## src/rtl/lpc_io_cycle_ctrl.sv

```systemverilog
// rtl/lpc_io_cycle_ctrl.sv - LPC peripheral 16-bit I/O cycle sequencer; optional long-wait SYNC via LPC_LONG_WAIT_EN
module lpc_io_cycle_ctrl #(
    parameter logic [15:0] BASE_ADDR   = 16'h0A00,
    parameter logic [15:0] ADDR_MASK   = 16'hFFF0,
    parameter int unsigned WAIT_CYCLES = 2
) (
    input  logic        LpcClock,
    input  logic        PciReset,
    input  logic        LpcFrame,
    input  logic [3:0]  RBusDo,
    output logic        eWBus,
    output logic [3:0]  WBusDi,
    output logic [15:0] IoAddr,
    output logic [7:0]  IoWrData,
    output logic        IoWr,
    output logic        IoRd,
    input  logic [7:0]  IoRdData,
    output logic        Busy
);

    typedef enum logic [3:0] {
        ST_IDLE,
        ST_CYC,
        ST_ADR3,
        ST_ADR2,
        ST_ADR1,
        ST_ADR0,
        ST_WD0,
        ST_WD1,
        ST_HTAR0,
        ST_HTAR1,
        ST_SYNC,
        ST_RD0,
        ST_RD1,
        ST_PTAR0,
        ST_PTAR1
    } state_t;

    state_t      state_q;
    logic        is_wr_q;
    logic [3:0]  rd_hi_q;
`ifdef LPC_LONG_WAIT_EN
    localparam logic [3:0] WAIT_LOAD = 4'(WAIT_CYCLES);
    logic [3:0]  rd_lo_q;
    logic [3:0]  wait_q;
`endif

    // Address as it will look once the current nibble is shifted in; the
    // claim decision in ADR0 must include the last nibble on the bus.
    logic [15:0] addr_next;
    logic        hit;
    assign addr_next = {IoAddr[11:0], RBusDo};
    assign hit       = ((addr_next ^ BASE_ADDR) & ADDR_MASK) == 16'h0000;

    // Cycle sequencer: every pad control and strobe is a registered output
    always_ff @(posedge LpcClock or negedge PciReset) begin
        if (!PciReset) begin
            state_q  <= ST_IDLE;
            is_wr_q  <= 1'b0;
            rd_hi_q  <= 4'h0;
            eWBus    <= 1'b0;
            WBusDi   <= 4'hF;
            IoAddr   <= 16'h0000;
            IoWrData <= 8'h00;
            IoWr     <= 1'b0;
            IoRd     <= 1'b0;
            Busy     <= 1'b0;
`ifdef LPC_LONG_WAIT_EN
            rd_lo_q  <= 4'h0;
            wait_q   <= 4'h0;
`endif
        end else begin
            IoWr <= 1'b0;
            IoRd <= 1'b0;
            if (!LpcFrame) begin
                // LFRAME# wins in every state: abandon the cycle, release LAD,
                // and treat this clock as a potential START.
                eWBus  <= 1'b0;
                WBusDi <= 4'hF;
                if (RBusDo == 4'h0) begin
                    state_q <= ST_CYC;
                    Busy    <= 1'b1;
                end else begin
                    state_q <= ST_IDLE;
                    Busy    <= 1'b0;
                end
            end else begin
                case (state_q)
                    ST_IDLE: begin
                        Busy <= 1'b0;
                    end
                    ST_CYC: begin
                        // Only I/O cycle types are claimed; memory/DMA/FW drop out
                        if (RBusDo[3:2] == 2'b00) begin
                            is_wr_q <= RBusDo[1];
                            state_q <= ST_ADR3;
                        end else begin
                            state_q <= ST_IDLE;
                            Busy    <= 1'b0;
                        end
                    end
                    ST_ADR3: begin
                        IoAddr  <= addr_next;
                        state_q <= ST_ADR2;
                    end
                    ST_ADR2: begin
                        IoAddr  <= addr_next;
                        state_q <= ST_ADR1;
                    end
                    ST_ADR1: begin
                        IoAddr  <= addr_next;
                        state_q <= ST_ADR0;
                    end
                    ST_ADR0: begin
                        IoAddr <= addr_next;
                        if (!hit) begin
                            state_q <= ST_IDLE;
                            Busy    <= 1'b0;
                        end else if (is_wr_q) begin
                            state_q <= ST_WD0;
                        end else begin
                            state_q <= ST_HTAR0;
                        end
                    end
                    ST_WD0: begin
                        IoWrData[3:0] <= RBusDo;
                        state_q       <= ST_WD1;
                    end
                    ST_WD1: begin
                        IoWrData[7:4] <= RBusDo;
                        state_q       <= ST_HTAR0;
                    end
                    ST_HTAR0: begin
                        // Strobe is visible during HTAR1, when address/data are final
                        IoWr    <= is_wr_q;
                        IoRd    <= ~is_wr_q;
                        state_q <= ST_HTAR1;
                    end
                    ST_HTAR1: begin
                        eWBus   <= 1'b1;
                        state_q <= ST_SYNC;
`ifdef LPC_LONG_WAIT_EN
                        WBusDi  <= 4'h6;
                        wait_q  <= WAIT_LOAD;
`else
                        WBusDi  <= 4'h0;
`endif
                    end
                    ST_SYNC: begin
`ifdef LPC_LONG_WAIT_EN
                        if (wait_q != 4'h0) begin
                            wait_q <= wait_q - 4'h1;
                            if (wait_q == 4'h1) begin
                                // Last long-wait clock: register file data is
                                // settled, capture it and signal ready.
                                WBusDi <= 4'h0;
                                if (!is_wr_q) begin
                                    rd_lo_q <= IoRdData[3:0];
                                    rd_hi_q <= IoRdData[7:4];
                                end
                            end
                        end else if (is_wr_q) begin
                            WBusDi  <= 4'hF;
                            state_q <= ST_PTAR0;
                        end else begin
                            WBusDi  <= rd_lo_q;
                            state_q <= ST_RD0;
                        end
`else
                        if (is_wr_q) begin
                            WBusDi  <= 4'hF;
                            state_q <= ST_PTAR0;
                        end else begin
                            // Register file answers one clock after IoRd
                            WBusDi  <= IoRdData[3:0];
                            rd_hi_q <= IoRdData[7:4];
                            state_q <= ST_RD0;
                        end
`endif
                    end
                    ST_RD0: begin
                        WBusDi  <= rd_hi_q;
                        state_q <= ST_RD1;
                    end
                    ST_RD1: begin
                        WBusDi  <= 4'hF;
                        state_q <= ST_PTAR0;
                    end
                    ST_PTAR0: begin
                        eWBus   <= 1'b0;
                        WBusDi  <= 4'hF;
                        state_q <= ST_PTAR1;
                    end
                    ST_PTAR1: begin
                        state_q <= ST_IDLE;
                        Busy    <= 1'b0;
                    end
                    default: begin
                        eWBus   <= 1'b0;
                        WBusDi  <= 4'hF;
                        state_q <= ST_IDLE;
                        Busy    <= 1'b0;
                    end
                endcase
            end
        end
    end

endmodule

```

## config.mk

```make
export PLATFORM = sky130hd
export DESIGN_NAME = lpc_io_cycle_ctrl
export DESIGN_NICKNAME = d
export VERILOG_FILES = /design/src/rtl/lpc_io_cycle_ctrl.sv
export SDC_FILE = /design/constraint.sdc
export NUM_CORES = 1
export LEC_CHECK = 0
export ABC_AREA = 0
export CELL_PAD_IN_SITES_DETAIL_PLACEMENT = 1
export CELL_PAD_IN_SITES_GLOBAL_PLACEMENT = 2
export CORE_UTILIZATION = 32
export DETAILED_ROUTE_END_ITERATION = 8
export GPL_ROUTABILITY_DRIVEN = 0
export HOLD_SLACK_MARGIN = 0.02
export PLACE_DENSITY = 0.8
export SLEW_MARGIN = 20
export SYNTH_ARGS = -nofsm -noshare
export SYNTH_HDL_FRONTEND = slang
export SYNTH_SLANG_ARGS = --single-unit
```

## constraint.sdc

```tcl
create_clock -name LpcClock -period 1.8 [get_ports LpcClock]
set_clock_uncertainty 0.05 [all_clocks]
set_input_delay 0.54 -clock LpcClock [delete_from_list [all_inputs] [get_ports LpcClock]]
set_output_delay 0.54 -clock LpcClock [all_outputs]
set_load 0.01 [all_outputs]
```

==> results.toml <==
[layout]
nNetsFinal = 237
layout-drive-gt1-share_pct = 30.2
fin_util_pct = 47.7
num-fill-cells = 603
area.growth.synth_to_final_pct = 39.7
n_antenna_cell = 0
final_common_cell = "dfrtp_1"
mostFrequentLayoutCells = "36 x dfrtp_1, 20 x dlygate4sd2_1, 19 x mux2_2, 19 x buf_4"

[worst_setup_path]
cpMaxStageDelayCell = "clkdlybuf4s50_1"
cp-end-kind = "primary output"
cp_slowest_stage_delay_ns = 0.53
path_cells = "clkdlybuf4s50_1"
rrSetupSlack_ns = 0.21
endpoint = "IoAddr[15]"
critical_path_cell_count = 1
crit_fanout = 2
r2r_cells = 4
path_buf_inv = 1
cp-startpoint = "IoAddr[15]"
critical_path.startpoint_type = "flip-flop"
cpLargestDelayFamily = "buffers and inverters"
cp_data_arrival_time_ns = 1.17
worstPathRequired_ns = 1.21
r2r_end = "IoWrData[1]"
r2r-start = "state_q[1]"
path_class = "flip-flop to primary output"

[detailed_routing]
vias_per_cell = 4.99
drt-pass1-iter-count = 4
drcViolationCount = 0
via_count = 1467
drt_iter0_markers = 44
wirelength_um = 4880
wl_per_cell_um = 16.6
drtAntennaViolNets = 0

[outcome]
outcome = "finished, final reports clean"

[sta]
maxSlewHeadroom_pct = 73.0
grt_setup_unrepaired = "no"
final.min_clock_period_ns = 1.76
fin_crit_sh_pct = 97.6
worstMarginPinSlew_ns = 0.405
maxSlewViolCount = 0
finalSetupViolCount = 0
hold_viol = 0
fmax_mhz = 569
holdWs_ns = 0.111

[logic_synthesis]
async_reset_ff_share_pct = 100
synthesis.area_um2 = 1920
synth_fp_nets = 174
syn_avg_cell_area_um2 = 12.1
synth_cell_types = 36
seq_area_frac_synth_pct = 53.6
synth_warnings = 0
synthCells = 159
synth_edf_count = 0
ys_seq_elements = 41
synth_flop_cell = "dfrtp_1"

[clocking]
cts_buffers = 5
worstSkewPairLatency_ns = 0.30
cts_tree = "yes"
clock-sinks = 41
clk_pin_slew_ns = 0.08
clock_tree.root_cell = "clkbuf_8"
clockBufferDepth = 2
htreeDepth = 2

[grt]
busiest_layer = "met2"
grt_use_met1_pct = 21.7
grt_pass1_wl_um = 8230
grt_max_degree = 27
antenna_found_initial = 0
grt_overflow_total = 0
gr-usage-met2_pct = 29.3
grt_use_met3_pct = 2.63
grt_usage_pct = 17.2
first_global_vias = 1614

[die]
die_w_um = 79.5
die_area_um2 = 6330
coreArea_um2 = 5640
die_h_um = 79.5
fp-row-count = 27
start_util_pct = 34.1
ios = 47

[placed_design]
place.detailed.hpwl_um = 3540
port_buffers = 46

[hold_path]
worstHoldPathType = "input pin to asynchronous set/reset pin"

[pwr]
ir_drop_v = 0.000334
powerDensity_nw_per_um2 = 623
p_leak_nw = 1.43

[flow_run]
maxCapViolations = 0
-- registers in the layout, indices dropped and copies added, names as in the netlist --
| register | cells |
|---|---|
| state_q | 4 |
| is_wr_q | 1 |
| IoAddr | 16 |
| eWBus | 1 |
| Busy | 1 |
| IoWr | 1 |
| rd_hi_q | 4 |
| IoWrData | 8 |
| IoRd | 1 |
| WBusDi | 4 |
-- routing by layer --
| layer | vias up | part of all wire [%] |
|---|---|---|
| li1 | 687 | - |
| met1 | 754 | 44 |
| met2 | 21 | 52 |
| met3 | 5 | 2.5 |
| met4 | 0 | 1.4 |
| met5 | - | 0 |
-- power by group --
group	switching [mW]	internal (mW)	leakage [nW]
logic	0.0553	0.0593	0.838
clock network	0.316	0.303	0.0433
registers	0.0110	0.929	0.552
-- area by class of cell --
type	count	area (um^2)	area share, %
inverters	3	11.3	0.419
well taps	72	90.1	3.35
repair buffers	67	638	23.7
flip-flops and latches	41	1030	38.4
clock inverters	1	7.51	0.279
clock buffers	6	82.6	3.07
multi-input cells	104	827	30.8
-- how the worst min path moves through the flow --
stage | start | endpoint | cells past startpoint
detailed placement | PciReset | IoAddr[15] | 1
global placement | PciReset | IoAddr[15] | 1
finish | PciReset | IoAddr[11] | 1
global route | PciReset | IoAddr[11] | 1
CTS | PciReset | IoAddr[11] | 1
floorplan | PciReset | Busy | 0
-- metrics by stage --
stage | instances | worst slack (ns) | power (mW) | area [um^2] | setup TNS, ns
after floorplan | 159 | 0.0898 | 0.987 | 1920 | 0
after global placement | 281 | -0.229 | 1.07 | 2550 | -5.53
after detailed placement | 281 | -0.295 | 1.08 | 2550 | -7.12
after CTS | 294 | 0.00297 | 1.70 | 2660 | 0
after global routing | 294 | 0.000475 | 1.75 | 2690 | 0
final | 294 | 0.0440 | 1.67 | 2690 | 0
-- logic make-up after synthesis --
group | count (synthesis) | synth area share, %
AO/OA/AOI/OAI | 25 | 8.84
flip-flops | 41 | 53.6
buffers and inverters | 14 | 3.45
XOR/XNOR | 1 | 0.845
AND/OR/NAND/NOR | 48 | 13.8
multiplexers | 30 | 19.4
-- what timing repair did --
action / 4_1_cts / 5_1_grt
buffers inserted: 6 / 0
resized for setup: 20 / 11
hold buffers: 0 / 0
setup endpoints to repair: 21 / 15
pin swaps: 0 / 1
-- cell usage after synthesis (all sizes together), types with 3 or more instances --
cell | count | area [um^2]
nand2 | 15 | 56.3
mux2 | 29 | 364
buf | 6 | 36.3
dfrtp | 37 | 926
a2bb2oi | 4 | 35.0
o21ai | 3 | 15.0
nor2 | 11 | 41.3
dfstp | 4 | 105
a21oi | 8 | 40.0
inv | 3 | 11.3
nor3 | 4 | 20.0
nor3b | 3 | 22.5
clkbuf | 5 | 18.8
o31ai | 3 | 22.5
nor4 | 4 | 25.0
Power figures use the tool's default switching activity.
